## src/rtl/ysyx_23060240_axi_pkg.sv

```systemverilog
// ============================================================================
// Module   : ysyx_23060240_axi_pkg
// Brief    : Shared crossbar constants, address map and FSM state encoding.
// Revision : 1.0
// ============================================================================
`default_nettype none

package ysyx_23060240_axi_pkg;

    localparam int NUM_SLV = 3;

    localparam logic [1:0] RESP_OKAY   = 2'b00;
    localparam logic [1:0] RESP_DECERR = 2'b11;

    localparam logic [31:0] S0_BASE = 32'h8000_0000;
    localparam logic [31:0] S0_SIZE = 32'h0800_0000;
    localparam logic [31:0] S1_BASE = 32'ha000_03f8;
    localparam logic [31:0] S1_SIZE = 32'h0000_0008;
    localparam logic [31:0] S2_BASE = 32'ha000_0048;
    localparam logic [31:0] S2_SIZE = 32'h0000_0008;

    localparam logic [NUM_SLV-1:0][31:0] SLV_BASE = {S2_BASE, S1_BASE, S0_BASE};
    localparam logic [NUM_SLV-1:0][31:0] SLV_SIZE = {S2_SIZE, S1_SIZE, S0_SIZE};

    typedef enum logic [2:0] {
        ST_IDLE    = 3'd0,
        ST_RD_REQ  = 3'd1,
        ST_RD_RESP = 3'd2,
        ST_WR_REQ  = 3'd3,
        ST_WR_RESP = 3'd4,
        ST_ERR_R   = 3'd5,
        ST_ERR_W   = 3'd6
    } xbar_state_e;

endpackage

`default_nettype wire

```

## src/rtl/ysyx_23060240_addr_dec.sv

```systemverilog
// ============================================================================
// Module   : ysyx_23060240_addr_dec
// Brief    : Combinational address decoder, one-hot slave hit plus miss flag.
// Revision : 1.0
// ============================================================================
`default_nettype none

module ysyx_23060240_addr_dec
    import ysyx_23060240_axi_pkg::*;
(
    input  logic [31:0]        i_addr,
    output logic [NUM_SLV-1:0] o_hit,
    output logic               o_miss
);

    logic [NUM_SLV-1:0] w_raw;

    // Unsigned offset compare cannot overflow at the top of a region.
    genvar gi;
    generate
        for (gi = 0; gi < NUM_SLV; gi++) begin : g_region
            assign w_raw[gi] = (i_addr - SLV_BASE[gi]) < SLV_SIZE[gi];
        end
    endgenerate

    // Isolate the lowest set bit so the lowest index wins on overlap.
    assign o_hit  = w_raw & (~w_raw + NUM_SLV'(1));
    assign o_miss = ~|w_raw;

endmodule

`default_nettype wire

```

## src/rtl/ysyx_23060240_xbar.sv

```systemverilog
// ============================================================================
// Module   : ysyx_23060240_xbar
// Brief    : Single-master, three-slave AXI-lite crossbar with DECERR return.
// Revision : 1.0
// ============================================================================
`default_nettype none

module ysyx_23060240_xbar
    import ysyx_23060240_axi_pkg::*;
(
    input  logic                 clk,
    input  logic                 rst,
    input  logic [31:0]          m_araddr,
    input  logic                 m_arvalid,
    output logic                 m_arready,
    output logic [31:0]          m_rdata,
    output logic [1:0]           m_rresp,
    output logic                 m_rvalid,
    input  logic                 m_rready,
    input  logic [31:0]          m_awaddr,
    input  logic                 m_awvalid,
    output logic                 m_awready,
    input  logic [31:0]          m_wdata,
    input  logic                 m_wvalid,
    output logic                 m_wready,
    output logic [1:0]           m_bresp,
    output logic                 m_bvalid,
    input  logic                 m_bready,
    output logic [31:0]          s_araddr,
    output logic [NUM_SLV-1:0]   s_arvalid,
    input  logic [NUM_SLV-1:0]   s_arready,
    input  logic [32*NUM_SLV-1:0] s_rdata,
    input  logic [NUM_SLV-1:0]   s_rvalid,
    output logic [NUM_SLV-1:0]   s_rready,
    output logic [31:0]          s_awaddr,
    output logic [NUM_SLV-1:0]   s_awvalid,
    input  logic [NUM_SLV-1:0]   s_awready,
    output logic [31:0]          s_wdata,
    output logic [NUM_SLV-1:0]   s_wvalid,
    input  logic [NUM_SLV-1:0]   s_wready,
    input  logic [NUM_SLV-1:0]   s_bvalid,
    output logic [NUM_SLV-1:0]   s_bready
);

    xbar_state_e        r_state_q, w_state_d;
    logic [NUM_SLV-1:0] r_sel_q, w_sel_d;
    logic [31:0]        r_addr_q, w_addr_d;
    logic [31:0]        r_wdata_q, w_wdata_d;
    logic               r_aw_done_q, w_aw_done_d;
    logic               r_w_done_q, w_w_done_d;

    logic [NUM_SLV-1:0] w_rd_hit, w_wr_hit;
    logic               w_rd_miss, w_wr_miss;

    ysyx_23060240_addr_dec u_rd_dec (
        .i_addr (m_araddr),
        .o_hit  (w_rd_hit),
        .o_miss (w_rd_miss)
    );

    ysyx_23060240_addr_dec u_wr_dec (
        .i_addr (m_awaddr),
        .o_hit  (w_wr_hit),
        .o_miss (w_wr_miss)
    );

    // One address register serves both directions: only one transaction is ever open.
    assign s_araddr = r_addr_q;
    assign s_awaddr = r_addr_q;
    assign s_wdata  = r_wdata_q;

    always_ff @(posedge clk) begin
        if (rst) begin
            r_state_q   <= ST_IDLE;
            r_sel_q     <= '0;
            r_addr_q    <= '0;
            r_wdata_q   <= '0;
            r_aw_done_q <= 1'b0;
            r_w_done_q  <= 1'b0;
        end else begin
            r_state_q   <= w_state_d;
            r_sel_q     <= w_sel_d;
            r_addr_q    <= w_addr_d;
            r_wdata_q   <= w_wdata_d;
            r_aw_done_q <= w_aw_done_d;
            r_w_done_q  <= w_w_done_d;
        end
    end

    always_comb begin
        w_state_d   = r_state_q;
        w_sel_d     = r_sel_q;
        w_addr_d    = r_addr_q;
        w_wdata_d   = r_wdata_q;
        w_aw_done_d = r_aw_done_q;
        w_w_done_d  = r_w_done_q;
        m_arready   = 1'b0;
        m_awready   = 1'b0;
        m_wready    = 1'b0;
        m_rvalid    = 1'b0;
        m_rdata     = '0;
        m_rresp     = RESP_OKAY;
        m_bvalid    = 1'b0;
        m_bresp     = RESP_OKAY;
        s_arvalid   = '0;
        s_rready    = '0;
        s_awvalid   = '0;
        s_wvalid    = '0;
        s_bready    = '0;

        // Gating on rst keeps every handshake output quiet during the reset cycle itself.
        if (!rst) begin
            case (r_state_q)
                ST_IDLE: begin
                    if (m_arvalid) begin
                        m_arready = 1'b1;
                        w_addr_d  = m_araddr;
                        w_sel_d   = w_rd_hit;
                        w_state_d = w_rd_miss ? ST_ERR_R : ST_RD_REQ;
                    end else if (m_awvalid && m_wvalid) begin
                        m_awready = 1'b1;
                        m_wready  = 1'b1;
                        w_addr_d  = m_awaddr;
                        w_wdata_d = m_wdata;
                        w_sel_d   = w_wr_hit;
                        w_state_d = w_wr_miss ? ST_ERR_W : ST_WR_REQ;
                    end
                end
                ST_RD_REQ: begin
                    s_arvalid = r_sel_q;
                    if (|(s_arready & r_sel_q)) begin
                        w_state_d = ST_RD_RESP;
                    end
                end
                ST_RD_RESP: begin
                    m_rvalid = |(s_rvalid & r_sel_q);
                    for (int i = 0; i < NUM_SLV; i++) begin
                        if (r_sel_q[i]) begin
                            m_rdata = s_rdata[32*i +: 32];
                        end
                    end
                    s_rready = r_sel_q & {NUM_SLV{m_rready}};
                    if (m_rvalid && m_rready) begin
                        w_state_d = ST_IDLE;
                    end
                end
                ST_WR_REQ: begin
                    s_awvalid   = r_sel_q & {NUM_SLV{~r_aw_done_q}};
                    s_wvalid    = r_sel_q & {NUM_SLV{~r_w_done_q}};
                    w_aw_done_d = r_aw_done_q | (|(s_awvalid & s_awready));
                    w_w_done_d  = r_w_done_q  | (|(s_wvalid & s_wready));
                    if (w_aw_done_d && w_w_done_d) begin
                        w_aw_done_d = 1'b0;
                        w_w_done_d  = 1'b0;
                        w_state_d   = ST_WR_RESP;
                    end
                end
                ST_WR_RESP: begin
                    m_bvalid = |(s_bvalid & r_sel_q);
                    s_bready = r_sel_q & {NUM_SLV{m_bready}};
                    if (m_bvalid && m_bready) begin
                        w_state_d = ST_IDLE;
                    end
                end
                ST_ERR_R: begin
                    m_rvalid = 1'b1;
                    m_rresp  = RESP_DECERR;
                    if (m_rready) begin
                        w_state_d = ST_IDLE;
                    end
                end
                ST_ERR_W: begin
                    m_bvalid = 1'b1;
                    m_bresp  = RESP_DECERR;
                    if (m_bready) begin
                        w_state_d = ST_IDLE;
                    end
                end
                default: begin
                    w_state_d = ST_IDLE;
                end
            endcase
        end
    end

endmodule

`default_nettype wire

```

## config.mk

```make
export PLATFORM = sky130hd
export DESIGN_NAME = ysyx_23060240_xbar
export DESIGN_NICKNAME = d
export VERILOG_FILES = /design/src/rtl/ysyx_23060240_axi_pkg.sv /design/src/rtl/ysyx_23060240_addr_dec.sv /design/src/rtl/ysyx_23060240_xbar.sv
export SDC_FILE = /design/constraint.sdc
export NUM_CORES = 1
export LEC_CHECK = 0
export ABC_AREA = 1
export ABC_CLOCK_PERIOD_IN_PS = 4500
export CORE_AREA = 4 4 140 142
export CTS_CLUSTER_SIZE = 28
export DETAILED_ROUTE_END_ITERATION = 10
export DIE_AREA = 0 0 144 146
export GPL_ROUTABILITY_DRIVEN = 0
export PLACE_DENSITY = 0.76
export SLEW_MARGIN = 20
export SYNTH_ARGS = -nofsm -noshare
export SYNTH_HDL_FRONTEND = slang
export SYNTH_SLANG_ARGS = --single-unit
```

## constraint.sdc

```tcl
create_clock -name clk -period 4.5 [get_ports clk]
set_clock_uncertainty 0.1 [all_clocks]
set_input_delay 0.9 -clock clk [delete_from_list [all_inputs] [get_ports clk]]
set_output_delay 0.9 -clock clk [all_outputs]
set_load 0.02 [all_outputs]
```

After elaboration in Yosys (flattened, before gate mapping)
Cells that the tools add are included.
- output and inout bits: 152
- word-level logic and storage cells: 114
- bits of input ports: 214
- register bits after elaboration: 72
- reductions and logical operators: 16
- equal/unequal tests: 13
- mux-type cells: 47
- add/sub/neg operators: 8
- order comparisons: 6
- bitwise operators: 18
- operators with widths (kind ; number):
    2-to-1 mux 32 bit ; 7
    subtractor 32 bit, second input constant ; 6
    less-than comparator 32 x 4 -> 1 bit, second input constant ; 4
    2-to-1 mux 3 bit ; 22
    less-than comparator 32 x 28 -> 1 bit, second input constant ; 2
    AND 3 bit ; 11
    one-hot mux 3 bit (7 select lines) ; 1
    OR reduction 3 bit ; 7
    inequality test 2 bit, second input constant ; 6
    2-to-1 mux 1 bit ; 11
    == test 3 bit, second input constant ; 3
    2-to-1 mux 2 bit ; 4
    AND reduction 7 bit ; 1
    adder 3 x 1 -> 3 bit, second input constant ; 2
    == test 3 x 2 -> 1 bit, second input constant ; 2
    inverter 3 bit ; 2
    logical AND 1 bit ; 4
    one-hot mux 1 bit (2 select lines) ; 2
    == test 3 x 1 -> 1 bit, second input constant ; 1
    logical NOT 3 bit ; 1
    inequality test 3 bit, second input constant ; 1
    inverter 1 bit ; 3
    AND reduction 3 bit ; 1
    bitwise OR 1 bit ; 2
    other kinds (2) ; 2

Logic depth before layout (Yosys ltp)
- depth in word-level cells: 8
- depth in mapped cells: 20

Modules after synthesis
Synthesis repeated with hierarchy kept, for this count alone.
- cell total of the unflattened synthesis: 1377
- area total of the unflattened synthesis: 7342.0 um2
- by module, submodules not included (module ; area each (um2) ; times used ; sequential area each (um2) ; cells each):
    ysyx_23060240_xbar ; 4103.9 ; 1 ; 1441.4 ; 621
    ysyx_23060240_addr_dec ; 1619.1 ; 2 ; 0.0 ; 378

Least setup slack after synthesis
No wires, ideal clock.
- path kind: input -> output
- start point: input m_arvalid
- end point: output m_wready
- stages: 8
- path slack: 1.142 ns
- data required time: 3.500 ns
- data arrival time: 2.358 ns
- cell sequence: clkbuf_1 clkinv_1 nand2_1 nor2_1 inv_1 clkbuf_1 nor2_1 buf_4
- word-level cells in the longest chain between the ends: 3
- RTL lines (element ; RTL line ; RTL):
    from (decl) ; ysyx_23060240_xbar.sv:14 ; input logic m_arvalid,
    2-to-1 mux 1 bit (3 in a row) ; - ;
    to (decl) ; ysyx_23060240_xbar.sv:25 ; output logic m_wready,
Every way passes these cells.

Final worst setup path
- start point: input rst
- end point: output m_rdata[18]
- word-level cells in the longest chain between the ends: 1
- RTL lines (element ; RTL line ; RTL):
    from (decl) ; ysyx_23060240_xbar.sv:12 ; input logic rst,
    2-to-1 mux 32 bit ; ysyx_23060240_xbar.sv:112 ; if (!rst) begin
    to (decl) ; ysyx_23060240_xbar.sv:16 ; output logic [31:0] m_rdata,
Every way passes these cells.

==> results.cfg <==
[run_status]
run_status = finished, final reports clean

[floorplanning]
rows = 50
core-area_sq_um = 18500
ios = 366
die_h_microns = 146
dieArea_sq_um = 21000
initial_core_util_pct = 38.2
die_x_microns = 144

[worst_setup_path]
r2r_start = r_state_q[2]
reg2reg_slack_ps = 2240
startpoint_type = primary input
critPathMaxFanout = 32
cp-end-kind = output port
ff2ff_path_depth = 6
cp.arrival_ps = 2980
rr_endpoint = s_araddr[7]
path_class = in2out
required_ps = 3500

[min_path]
holdCritPathClass = reg2reg
hold_end = s_wdata[4]
worstHoldStart = s_wdata[4]
hold_depth = 2

[detailed_routing]
wl_microns = 32300
routedWlPerCell_microns = 17.7
drc = 0
via_per_inst = 5.25
dr_total_vias = 9599
drt-pass1-iter-count = 8
drtAntennaViolNets = 0
drt_iter0_drc = 832

[timing]
rsz0062_at_grt = no
final.period_utilization_pct = 88.4
finalMaxSlewViolations = 0
max_slew.worst_pin.slew_ps = 808
hold_viol = 0
fmax_mhz = 251
setup_violations = 0
period_minus_slack_ps = 3980
max_slew_margin_pct = 46.1
setup_tns_ps = 0

[clock_network]
ctsResizeCount = 0
cts_tree = built
path_clk_slew_ps = 60
clockRootBuffer = clkbuf_16
postCtsHoldBufs = 0
cts_max_path_buffers = 2
numCtsBuffers = 9
post_cts_buffers = 0
htreeDepth = 3
clock_sinks = 72
clk_latency_ps = 340

[logic_synthesis]
ys_ff_latch = 72
synth_top_area_share_pct = 20.4
yosysSeqAreaShare_pct = 20.4
synth.area.top_cells = dfxtp_1 (20%), nand2_1 (18%), nor2_1 (13%), o21ai_0 (8.5%), inv_1 (6.0%)
syn_area_sq_um = 7050
synthCells = 1281
synth_area_per_cell_sq_um = 5.51
synth-main-ff-cell = dfxtp_1
yosysTopAreaCell = dfxtp_1
synth_nets = 1499
async_flop_share_pct = 0
synth_edf_count = 0
ys_warn_count = 0
yosysUniqueCellTypes = 36

[cells_and_area]
drive_above_1_share_pct = 5.61
multiInputGateArea_sq_um = 4650
regArea_sq_um = 1440
most-common-layout-cells = clkdlybuf4s50_1 (363), nand2_1 (341), nor2_1 (236), o21ai_0 (120), inv_1 (111)
final_common_cell = clkdlybuf4s50_1
syn_to_final_growth_pct = 55.4
nets = 1800
final.fill_count = 1874

[placement]
port_buffers = 365
hpwl_microns = 26300

[pwr]
leakage_nw = 4.55
p_per_area_nw_per_um2 = 329
ir_drop_uv = 302
total_power_mw = 3.61

[global_route]
grt_max_degree = 67
grt_antenna_before_repair = 7
grt_pass1_wl_microns = 48700
grt_usage_pct = 29.1
grt_pass1_vias = 8865
grt.overflow.total = 0

[flow_run]
maxCapViolations = 0
[synth_stat cells, types with 7 or more instances]
| master | instances |
|---|---|
| a221oi_1 | 15 |
| dfxtp_1 | 72 |
| a21oi_1 | 51 |
| nand2_2 | 8 |
| inv_2 | 9 |
| nor3_1 | 16 |
| inv_1 | 113 |
| o21ai_0 | 120 |
| xor2_1 | 18 |
| nand4_1 | 17 |
| nand2_1 | 341 |
| buf_4 | 35 |
| nor2_4 | 7 |
| nand3_1 | 82 |
| a31oi_1 | 32 |
| nor2_1 | 237 |
| nor2_2 | 24 |
| clkbuf_1 | 44 |
[power breakdown]
part           internal (mW)  switching, mW  total, mW
sequential             0.780          0.140      0.920
clock                  0.491          0.308      0.799
combinational          0.809           1.08       1.89
total                   2.08           1.53       3.61
[kinds of logic (layout without fill, tap and decap cells)]
group	Yosys count	count (layout)	share of synthesized area, %
XOR/XNOR	20	20	2.48
flip-flops	72	72	20.4
buffers and inverters	212	518	13.7
AO/OA/AOI/OAI	232	232	18.2
AND/OR/NAND/NOR	741	741	44.5
adder cells (fa/ha/maj)	4	4	0.710
other	0	6	0
[critical path: stages]
cell and delay [ps]:
clkdlybuf4s50_1 550, inv_2 140, nand2_1 80, inv_1 80, buf_4 270, o21ai_0 160
nor2_1 160, clkdlybuf4s50_1 630
[how the worst max path moves through the flow]
stage | start | end | slack [ps] | cells after the start
2_1_floorplan | m_arvalid | m_wready | 1140 | 8
4_1_cts | rst | m_rdata[18] | 570 | 8
6_report | rst | m_rdata[18] | 520 | 8
3_5_place_dp | rst | m_rdata[18] | 580 | 8
3_3_place_gp | rst | m_rdata[23] | 660 | 8
5_1_grt | rst | m_rdata[2] | 400 | 8
[cell type report]
type	count	area share, %
well taps	234	2.67
flip-flops and latches	72	13.1
diodes	6	0.137
repair buffers	377	34.3
clock buffers	9	2.05
clock inverters	7	0.936
multi-input cells	997	42.4
inverters	125	4.33
[layer usage]
| metal | vias up | share of wire, % | wire, microns | track usage, % |
|---|---|---|---|---|
| met5 | - | 0.071 | 23 | 0 |
| met2 | 486 | 49 | 15700 | 50.3 |
| met1 | 4297 | 39 | 12500 | 35.2 |
| li1 | 4723 | - | - | - |
| met4 | 4 | 3.7 | 1200 | 10.4 |
| met3 | 89 | 8.7 | 2820 | 6.31 |
[state kept, by name, indices dropped and copies added, names as in the netlist]
signal,count
s_araddr,32
s_wdata,32
r_sel_q,3
r_state_q,3
r_aw_done_q,1
r_w_done_q,1
[metrics by stage]
step / hold WS, ps / setup slack, ps / instances / area (sq um) / util (%)
2_1_floorplan: 365 / 1140 / 1281 / 7050 / -
3_3_place_gp: 392 / 656 / 1805 / 10600 / 57.5
3_5_place_dp: 397 / 582 / 1805 / 10600 / 57.5
4_1_cts: 417 / 570 / 1821 / 10900 / 59.3
5_1_grt: 442 / 402 / 1826 / 11000 / 59.4
6_report: 416 / 524 / 1827 / 11000 / 59.4
Power figures use the tool's default switching activity.
